### src/rtl/snic_responder_pkg.sv
// Shared definitions for the NoC responder: flit types, request field layout,
// burst encodings and FSM state encoding.
package snic_responder_pkg;

  localparam logic [1:0] FT_REQUEST    = 2'd1;
  localparam logic [1:0] FT_RDATA_BODY = 2'd2;

  // Field widths, and offsets measured from the top of the ADDR field (ADDR sits at bit 0).
  localparam int LEN_W     = 4;
  localparam int SIZE_W    = 3;
  localparam int BURST_W   = 2;
  localparam int LEN_OFS   = 0;
  localparam int SIZE_OFS  = LEN_OFS + LEN_W;
  localparam int RW_OFS    = SIZE_OFS + SIZE_W;
  localparam int BURST_OFS = RW_OFS + 1;
  localparam int ID_OFS    = BURST_OFS + BURST_W;

  localparam logic [BURST_W-1:0] BURST_FIXED = 2'b00;
  localparam logic [BURST_W-1:0] BURST_INCR  = 2'b01;
  localparam logic [BURST_W-1:0] BURST_WRAP  = 2'b10;
  localparam logic [BURST_W-1:0] BURST_RSVD  = 2'b11;

  typedef enum logic [2:0] {
    ST_IDLE,
    ST_WR_ISSUE,
    ST_RD_ISSUE,
    ST_RD_WAIT,
    ST_RD_SEND
  } state_e;

endpackage

### src/rtl/snic_responder_req_decode.sv
// Combinational slicing of a REQUEST payload into its fields; zero latency, no flow control.
module snic_req_decode
  import snic_responder_pkg::*;
#(
  parameter int ADDR_W    = 32,
  parameter int DATA_W    = 32,
  parameter int ID_W      = 4,
  parameter int PAYLOAD_W = 78
) (
  input  logic [PAYLOAD_W-1:0] payload,
  output logic [ADDR_W-1:0]    addr,
  output logic [LEN_W-1:0]     len,
  output logic [SIZE_W-1:0]    size,
  output logic                 rw,
  output logic [BURST_W-1:0]   burst,
  output logic [ID_W-1:0]      id,
  output logic [DATA_W-1:0]    wdata
);

  localparam int WDATA_LSB = ADDR_W + ID_OFS + ID_W;

  assign addr  = payload[ADDR_W-1:0];
  assign len   = payload[ADDR_W+LEN_OFS +: LEN_W];
  assign size  = payload[ADDR_W+SIZE_OFS +: SIZE_W];
  assign rw    = payload[ADDR_W+RW_OFS];
  assign burst = payload[ADDR_W+BURST_OFS +: BURST_W];
  assign id    = payload[ADDR_W+ID_OFS +: ID_W];
  assign wdata = payload[WDATA_LSB +: DATA_W];

  if (PAYLOAD_W > WDATA_LSB + DATA_W) begin : g_spare
    logic unused_spare;
    assign unused_spare = ^payload[PAYLOAD_W-1:WDATA_LSB+DATA_W];
  end

endmodule

### src/rtl/snic_responder.sv
// NoC responder: accepts one REQUEST, performs it on the memory port, streams read beats back.
// First mem_req one cycle after accept; read beats stall in RD_SEND while LinkC_Status_in is low.
module snic_responder
  import snic_responder_pkg::*;
#(
  parameter int ADDR_W      = 32,
  parameter int DATA_W      = 32,
  parameter int ID_W        = 4,
  parameter int XY_W        = 2,
  parameter int PAYLOAD_W   = 78,
  parameter int FLIT_TYPE_W = 2
) (
  input  logic                   clk,
  input  logic                   rst,
  input  logic [PAYLOAD_W-1:0]   payload_in,
  input  logic [FLIT_TYPE_W-1:0] flit_type_in,
  input  logic                   payload_in_valid,
  input  logic [2*XY_W-1:0]      R2C_src,
  output logic                   depack_enable,
  output logic [PAYLOAD_W-1:0]   payload_out,
  output logic [FLIT_TYPE_W-1:0] flit_type_out,
  output logic                   pack_enable,
  output logic [4:0]             SN_out,
  output logic [2*XY_W-1:0]      dest,
  input  logic                   LinkC_Status_in,
  output logic                   mem_req,
  output logic                   mem_we,
  output logic [ADDR_W-1:0]      mem_addr,
  output logic [DATA_W-1:0]      mem_wdata,
  input  logic                   mem_gnt,
  input  logic                   mem_rvalid,
  input  logic [DATA_W-1:0]      mem_rdata,
  output logic                   BUSY,
  output logic [7:0]             drop_cnt
);

  state_e state, state_nxt;

  logic [ADDR_W-1:0]  req_addr;
  logic [LEN_W-1:0]   req_len;
  logic [SIZE_W-1:0]  req_size;
  logic               req_rw;
  logic [BURST_W-1:0] req_burst;
  logic [ID_W-1:0]    req_id;
  logic [DATA_W-1:0]  req_wdata;

  logic [ADDR_W-1:0]  addr_q, addr_step;
  logic [LEN_W-1:0]   len_q;
  logic [SIZE_W-1:0]  size_q;
  logic [BURST_W-1:0] burst_q;
  logic [DATA_W-1:0]  wdata_q, rdata_q;
  logic [4:0]         beat_q;
  logic [2*XY_W-1:0]  dest_q;
  logic [7:0]         drop_q;

  logic is_idle, is_req, accept, drop, send, last_beat;

  // Responses never carry the transaction ID back.
  logic unused_id;
  assign unused_id = ^req_id;

  snic_req_decode #(
    .ADDR_W    (ADDR_W),
    .DATA_W    (DATA_W),
    .ID_W      (ID_W),
    .PAYLOAD_W (PAYLOAD_W)
  ) u_decode (
    .payload (payload_in),
    .addr    (req_addr),
    .len     (req_len),
    .size    (req_size),
    .rw      (req_rw),
    .burst   (req_burst),
    .id      (req_id),
    .wdata   (req_wdata)
  );

  assign is_idle   = (state == ST_IDLE);
  assign is_req    = (flit_type_in == FLIT_TYPE_W'(FT_REQUEST));
  assign accept    = is_idle && payload_in_valid && is_req;
  assign drop      = is_idle && payload_in_valid && !is_req;
  assign send      = (state == ST_RD_SEND) && LinkC_Status_in;
  assign last_beat = (beat_q == {1'b0, len_q});

  // WRAP deliberately behaves as INCR; the reserved encoding behaves as FIXED.
  always_comb begin
    addr_step = addr_q;
    if (burst_q == BURST_INCR || burst_q == BURST_WRAP)
      addr_step = addr_q + (ADDR_W'(1) << size_q);
  end

  always_ff @(posedge clk or negedge rst) begin
    if (!rst) state <= ST_IDLE;
    else      state <= state_nxt;
  end

  always_comb begin
    state_nxt     = state;
    depack_enable = 1'b0;
    mem_req       = 1'b0;
    mem_we        = 1'b0;
    mem_addr      = '0;
    mem_wdata     = '0;
    pack_enable   = 1'b0;
    flit_type_out = '0;
    payload_out   = '0;
    SN_out        = '0;
    case (state)
      ST_IDLE: begin
        depack_enable = 1'b1;
        if (accept) state_nxt = req_rw ? ST_WR_ISSUE : ST_RD_ISSUE;
      end
      ST_WR_ISSUE: begin
        mem_req   = 1'b1;
        mem_we    = 1'b1;
        mem_addr  = addr_q;
        mem_wdata = wdata_q;
        if (mem_gnt) state_nxt = ST_IDLE;
      end
      ST_RD_ISSUE: begin
        mem_req  = 1'b1;
        mem_addr = addr_q;
        if (mem_gnt) state_nxt = ST_RD_WAIT;
      end
      ST_RD_WAIT: begin
        if (mem_rvalid) state_nxt = ST_RD_SEND;
      end
      ST_RD_SEND: begin
        flit_type_out = FLIT_TYPE_W'(FT_RDATA_BODY);
        payload_out   = PAYLOAD_W'(rdata_q);
        SN_out        = beat_q + 5'd1;
        pack_enable   = LinkC_Status_in;
        if (LinkC_Status_in) state_nxt = last_beat ? ST_IDLE : ST_RD_ISSUE;
      end
      default: state_nxt = ST_IDLE;
    endcase
  end

  always_ff @(posedge clk or negedge rst) begin
    if (!rst) begin
      addr_q  <= '0;
      len_q   <= '0;
      size_q  <= '0;
      burst_q <= '0;
      wdata_q <= '0;
      rdata_q <= '0;
      beat_q  <= '0;
      dest_q  <= '0;
      drop_q  <= '0;
    end else begin
      if (accept) begin
        addr_q  <= req_addr;
        len_q   <= req_len;
        size_q  <= req_size;
        burst_q <= req_burst;
        wdata_q <= req_wdata;
        dest_q  <= R2C_src;
        beat_q  <= '0;
      end
      if (drop && drop_q != 8'hFF) drop_q <= drop_q + 8'd1;
      // Read data is taken only in RD_WAIT, so an rvalid coincident with the grant is ignored.
      if (state == ST_RD_WAIT && mem_rvalid) rdata_q <= mem_rdata;
      if (send && !last_beat) begin
        beat_q <= beat_q + 5'd1;
        addr_q <= addr_step;
      end
    end
  end

  assign BUSY     = !is_idle;
  assign dest     = dest_q;
  assign drop_cnt = drop_q;

endmodule

### config.mk
export PLATFORM = sky130hd
export DESIGN_NAME = snic_responder
export DESIGN_NICKNAME = d
export VERILOG_FILES = /design/src/rtl/snic_responder_pkg.sv /design/src/rtl/snic_responder_req_decode.sv /design/src/rtl/snic_responder.sv
export SDC_FILE = /design/constraint.sdc
export NUM_CORES = 1
export LEC_CHECK = 0
export CAP_MARGIN = 20
export CORE_ASPECT_RATIO = 1.5
export CORE_UTILIZATION = 46
export DETAILED_ROUTE_END_ITERATION = 7
export PLACE_DENSITY = 0.84
export SYNTH_ARGS = -nofsm -noshare
export SYNTH_HDL_FRONTEND = slang
export SYNTH_HIERARCHICAL = 1
export SYNTH_SLANG_ARGS = --single-unit
export TNS_END_PERCENT = 50
### constraint.sdc
create_clock -name clk -period 3.35 [get_ports clk]
set_clock_uncertainty 0.15 [all_clocks]
set_input_delay 0.67 -clock clk [delete_from_list [all_inputs] [get_ports clk]]
set_output_delay 0.67 -clock clk [all_outputs]
set_load 0.02 [all_outputs]
==> results of run 1 <==
## layer usage
metal | part of all wire [%] | vias up
li1 | - | 3066
met1 | 37 | 3035
met2 | 54 | 268
met3 | 6.5 | 29
met4 | 2.3 | 0
met5 | 0 | -
## metrics by stage
step | utilization [%] | power, uW | cells
global placement | 57.66 | 6702 | 1214
CTS | 61.32 | 8782 | 1246
floorplan | - | 5306 | 922
detailed placement | 57.66 | 6819 | 1214
global route | 61.32 | 9274 | 1246
finish | 61.32 | 8718 | 1246
## flip-flops by register name, indices dropped and copies added (netlist names), 4 cells and up
| signal | cells |
|---|---|
| addr_q | 32 |
| beat_q | 5 |
| dest | 4 |
| drop_cnt | 8 |
| len_q | 4 |
| rdata_q | 32 |
| wdata_q | 32 |
## power breakdown
part	internal, uW	switching, uW
Sequential	2180	569
Combinational	1930	2110
Clock	1150	775
Total	5260	3460
## path summary, 6_finish.rpt
check	end	slack [ps]	depth (start not counted)
max	payload_out[21]	150	5
min	dest[0]$_DFFE_PN0P_	140	1
max reg2reg	addr_q[20]$_DFFE_PN0P_	410	9
min reg2reg	wdata_q[1]$_DFFE_PN0P_	320	2
max in group asynchronous	addr_q[19]$_DFFE_PN0P_	2160	2
min in group clk	wdata_q[1]$_DFFE_PN0P_	320	2
## area by class of cell
class | count | area share (%)
clock buffer | 18 | 4.291
clock inverter | 14 | 1.675
inverter | 7 | 0.2567
multi-input combinational | 622 | 36.44
sequential | 125 | 30.56
tap | 210 | 2.567
timing repair buffer | 250 | 24.21
## worst reg2reg max path: stages (launching register included)
cell and delay (ps):
dfrtp_1 480, nor3_1 100, ha_1 220, fa_1 410
a21o_1 260, a221oi_4 420, nand2_1 180, nor3b_1 210
o21a_1 170, o221a_1 220
==> impl_metrics.prom, run 1 <==
# TYPE chip_impl_metric gauge
chip_impl_metric{name="design.die.area",unit="mm2"} 0.01755
chip_impl_metric{name="setup-tns-final",unit="ps"} 0
chip_impl_metric{name="timing.final.crit_share",unit="%"} 95.64
chip_impl_metric{name="drt_first_pass_iters",unit=""} 6
chip_impl_metric{name="worst_pin_slew",unit="ps"} 730.1
chip_impl_metric{name="clock_tree.buffer_depth",unit=""} 2
chip_impl_metric{name="htree_num_levels",unit=""} 4
chip_impl_metric{name="placement.io_buffers",unit=""} 236
chip_impl_metric{name="route.antenna.remaining_nets",unit=""} 0
chip_impl_metric{name="syn_area",unit="mm2"} 0.007825
chip_impl_metric{name="placed_area",unit="mm2"} 0.009624
chip_impl_metric{name="dpl_worst_slack",unit="ps"} 445.8
chip_impl_metric{name="groute.layer.met3.usage",unit="%"} 5.778
chip_impl_info{name="critical_path_cell_by_cell",value="nand2_2, inv_2, buf_4, and2_1, clkdlybuf4s50_1"} 1
chip_impl_metric{name="slew_headroom",unit="%"} 51.32
chip_impl_metric{name="final.setup.worst_slack",unit="ps"} 146.1
chip_impl_metric{name="drive_above_1_share",unit="%"} 10.23
chip_impl_metric{name="cp_buf_inv_count",unit=""} 3
chip_impl_info{name="cpLargestDelayFamily",value="buffers and inverters"} 1
chip_impl_metric{name="grtUsageTotal",unit="%"} 23.10
chip_impl_info{name="mostFrequentLayoutCell",value="clkdlybuf4s50_1"} 1
chip_impl_metric{name="clock-sinks",unit=""} 125
chip_impl_metric{name="globalRouteMet1Util",unit="%"} 25.58
chip_impl_metric{name="count_of_hold_buffers_inserted_by_post_cts_repair",unit=""} 0
chip_impl_metric{name="grt_antenna_before_repair",unit=""} 0
chip_impl_metric{name="period_needed",unit="ps"} 3204
chip_impl_metric{name="routed_via_count_divided_by_cell_count",unit=""} 5.135
chip_impl_info{name="timing.critical_path.to_type",value="output port"} 1
chip_impl_metric{name="syn_area_per_cell",unit="um2"} 8.933
chip_impl_info{name="rsz0062_at_grt",value="false"} 1
chip_impl_info{name="startpoint",value="state[2]$_DFFE_PN0P_"} 1
chip_impl_metric{name="num-fill-cells",unit=""} 1426
chip_impl_metric{name="multiInputGateArea",unit="mm2"} 0.003730
chip_impl_metric{name="p_leak",unit="uW"} 0.004528
chip_impl_metric{name="worst_path_maximum_fanout",unit=""} 17
chip_impl_metric{name="max_freq",unit="MHz"} 312.1
chip_impl_metric{name="chipHeight",unit="um"} 161.7
chip_impl_info{name="slowest_stage_cell_on_the_critical_path",value="dfrtp_1"} 1
chip_impl_info{name="most_crowded_layer_after_global_routing",value="met2"} 1
chip_impl_metric{name="grt_remaining_overflow",unit=""} 0
chip_impl_metric{name="avgRoutedWirePerCell",unit="um"} 15.86
chip_impl_metric{name="peakVddDrop",unit="mV"} 0.5157
chip_impl_metric{name="clk-insertion-delay-late",unit="ps"} 410
chip_impl_metric{name="worst-endpoint-arrival",unit="ps"} 2380
chip_impl_metric{name="fin_hold_ws",unit="ps"} 143.5
chip_impl_metric{name="synthCells",unit=""} 876
chip_impl_info{name="min_path_type",value="in2async"} 1
chip_impl_info{name="crit_type",value="reg2out"} 1
chip_impl_metric{name="vias",unit=""} 6398
chip_impl_metric{name="grt_start_max_net_pins",unit=""} 53
chip_impl_info{name="worst_r2r_startpoint",value="size_q[1]$_DFFE_PN0P_"} 1
chip_impl_metric{name="finalSetupViolCount",unit=""} 0
chip_impl_metric{name="grt_pass1_wl",unit="um"} 31540
chip_impl_metric{name="global_placer_s_final_weighted_congestion",unit=""} 0.8679
chip_impl_metric{name="grt_pass1_vias",unit=""} 6452
chip_impl_metric{name="area.growth.synth_to_final",unit="%"} 30.80
chip_impl_metric{name="timing.critical_path.required",unit="ps"} 2530
chip_impl_metric{name="diodes",unit=""} 0
chip_impl_metric{name="final_hold_fails",unit=""} 0
chip_impl_metric{name="floorplan.rows",unit=""} 58
chip_impl_info{name="final_cell_mix",value="clkdlybuf4s50_1, nand2_1, dfrtp_1"} 1
chip_impl_metric{name="remaining_drc_errors",unit=""} 0
chip_impl_metric{name="grt.met2_usage",unit="%"} 41.23
chip_impl_metric{name="clkTransAtPathRegs",unit="ps"} 60
chip_impl_metric{name="fp.coreArea",unit="mm2"} 0.01669
chip_impl_metric{name="drt_first_iter_violations",unit=""} 319
chip_impl_metric{name="postCtsResizedCells",unit=""} 0
chip_impl_metric{name="finish.net_count",unit=""} 1156
chip_impl_metric{name="yosys_warnings",unit=""} 6
chip_impl_metric{name="die_x",unit="um"} 108.5
chip_impl_metric{name="post_cts.repair.setup_buffers",unit=""} 0
chip_impl_metric{name="io_pins",unit=""} 288
chip_impl_metric{name="power.density",unit="mW/mm2"} 851.8
chip_impl_metric{name="regArea",unit="mm2"} 0.003128
chip_impl_metric{name="timing.max_cap.violations",unit=""} 0
chip_impl_metric{name="slew_violations",unit=""} 0
chip_impl_metric{name="initial_standard_cell_utilization_of_the_core",unit="%"} 46.88
chip_impl_info{name="clock-root-buffer",value="clkbuf_16"} 1
chip_impl_metric{name="tritoncts.num_buffers",unit=""} 17
chip_impl_info{name="run_status",value="finished clean"} 1
chip_impl_metric{name="postRouteWirelength",unit="um"} 19760
chip_impl_info{name="tritoncts_clock_tree",value="yes"} 1
chip_impl_info{name="start_kind",value="flip-flop"} 1
chip_impl_metric{name="worst_path_largest_cell_delay",unit="ps"} 620
chip_impl_metric{name="dp.final_hpwl",unit="um"} 14270
chip_impl_metric{name="design_area",unit="mm2"} 0.01023
Note: power is estimated with default switching activity, not from simulation.
==> run 2: changes to the inputs <==
Settings changed: SLEW_MARGIN set to 15.
==> results of run 2 <==
No change in the layout: final DEF, timing and power equal those of run 1.
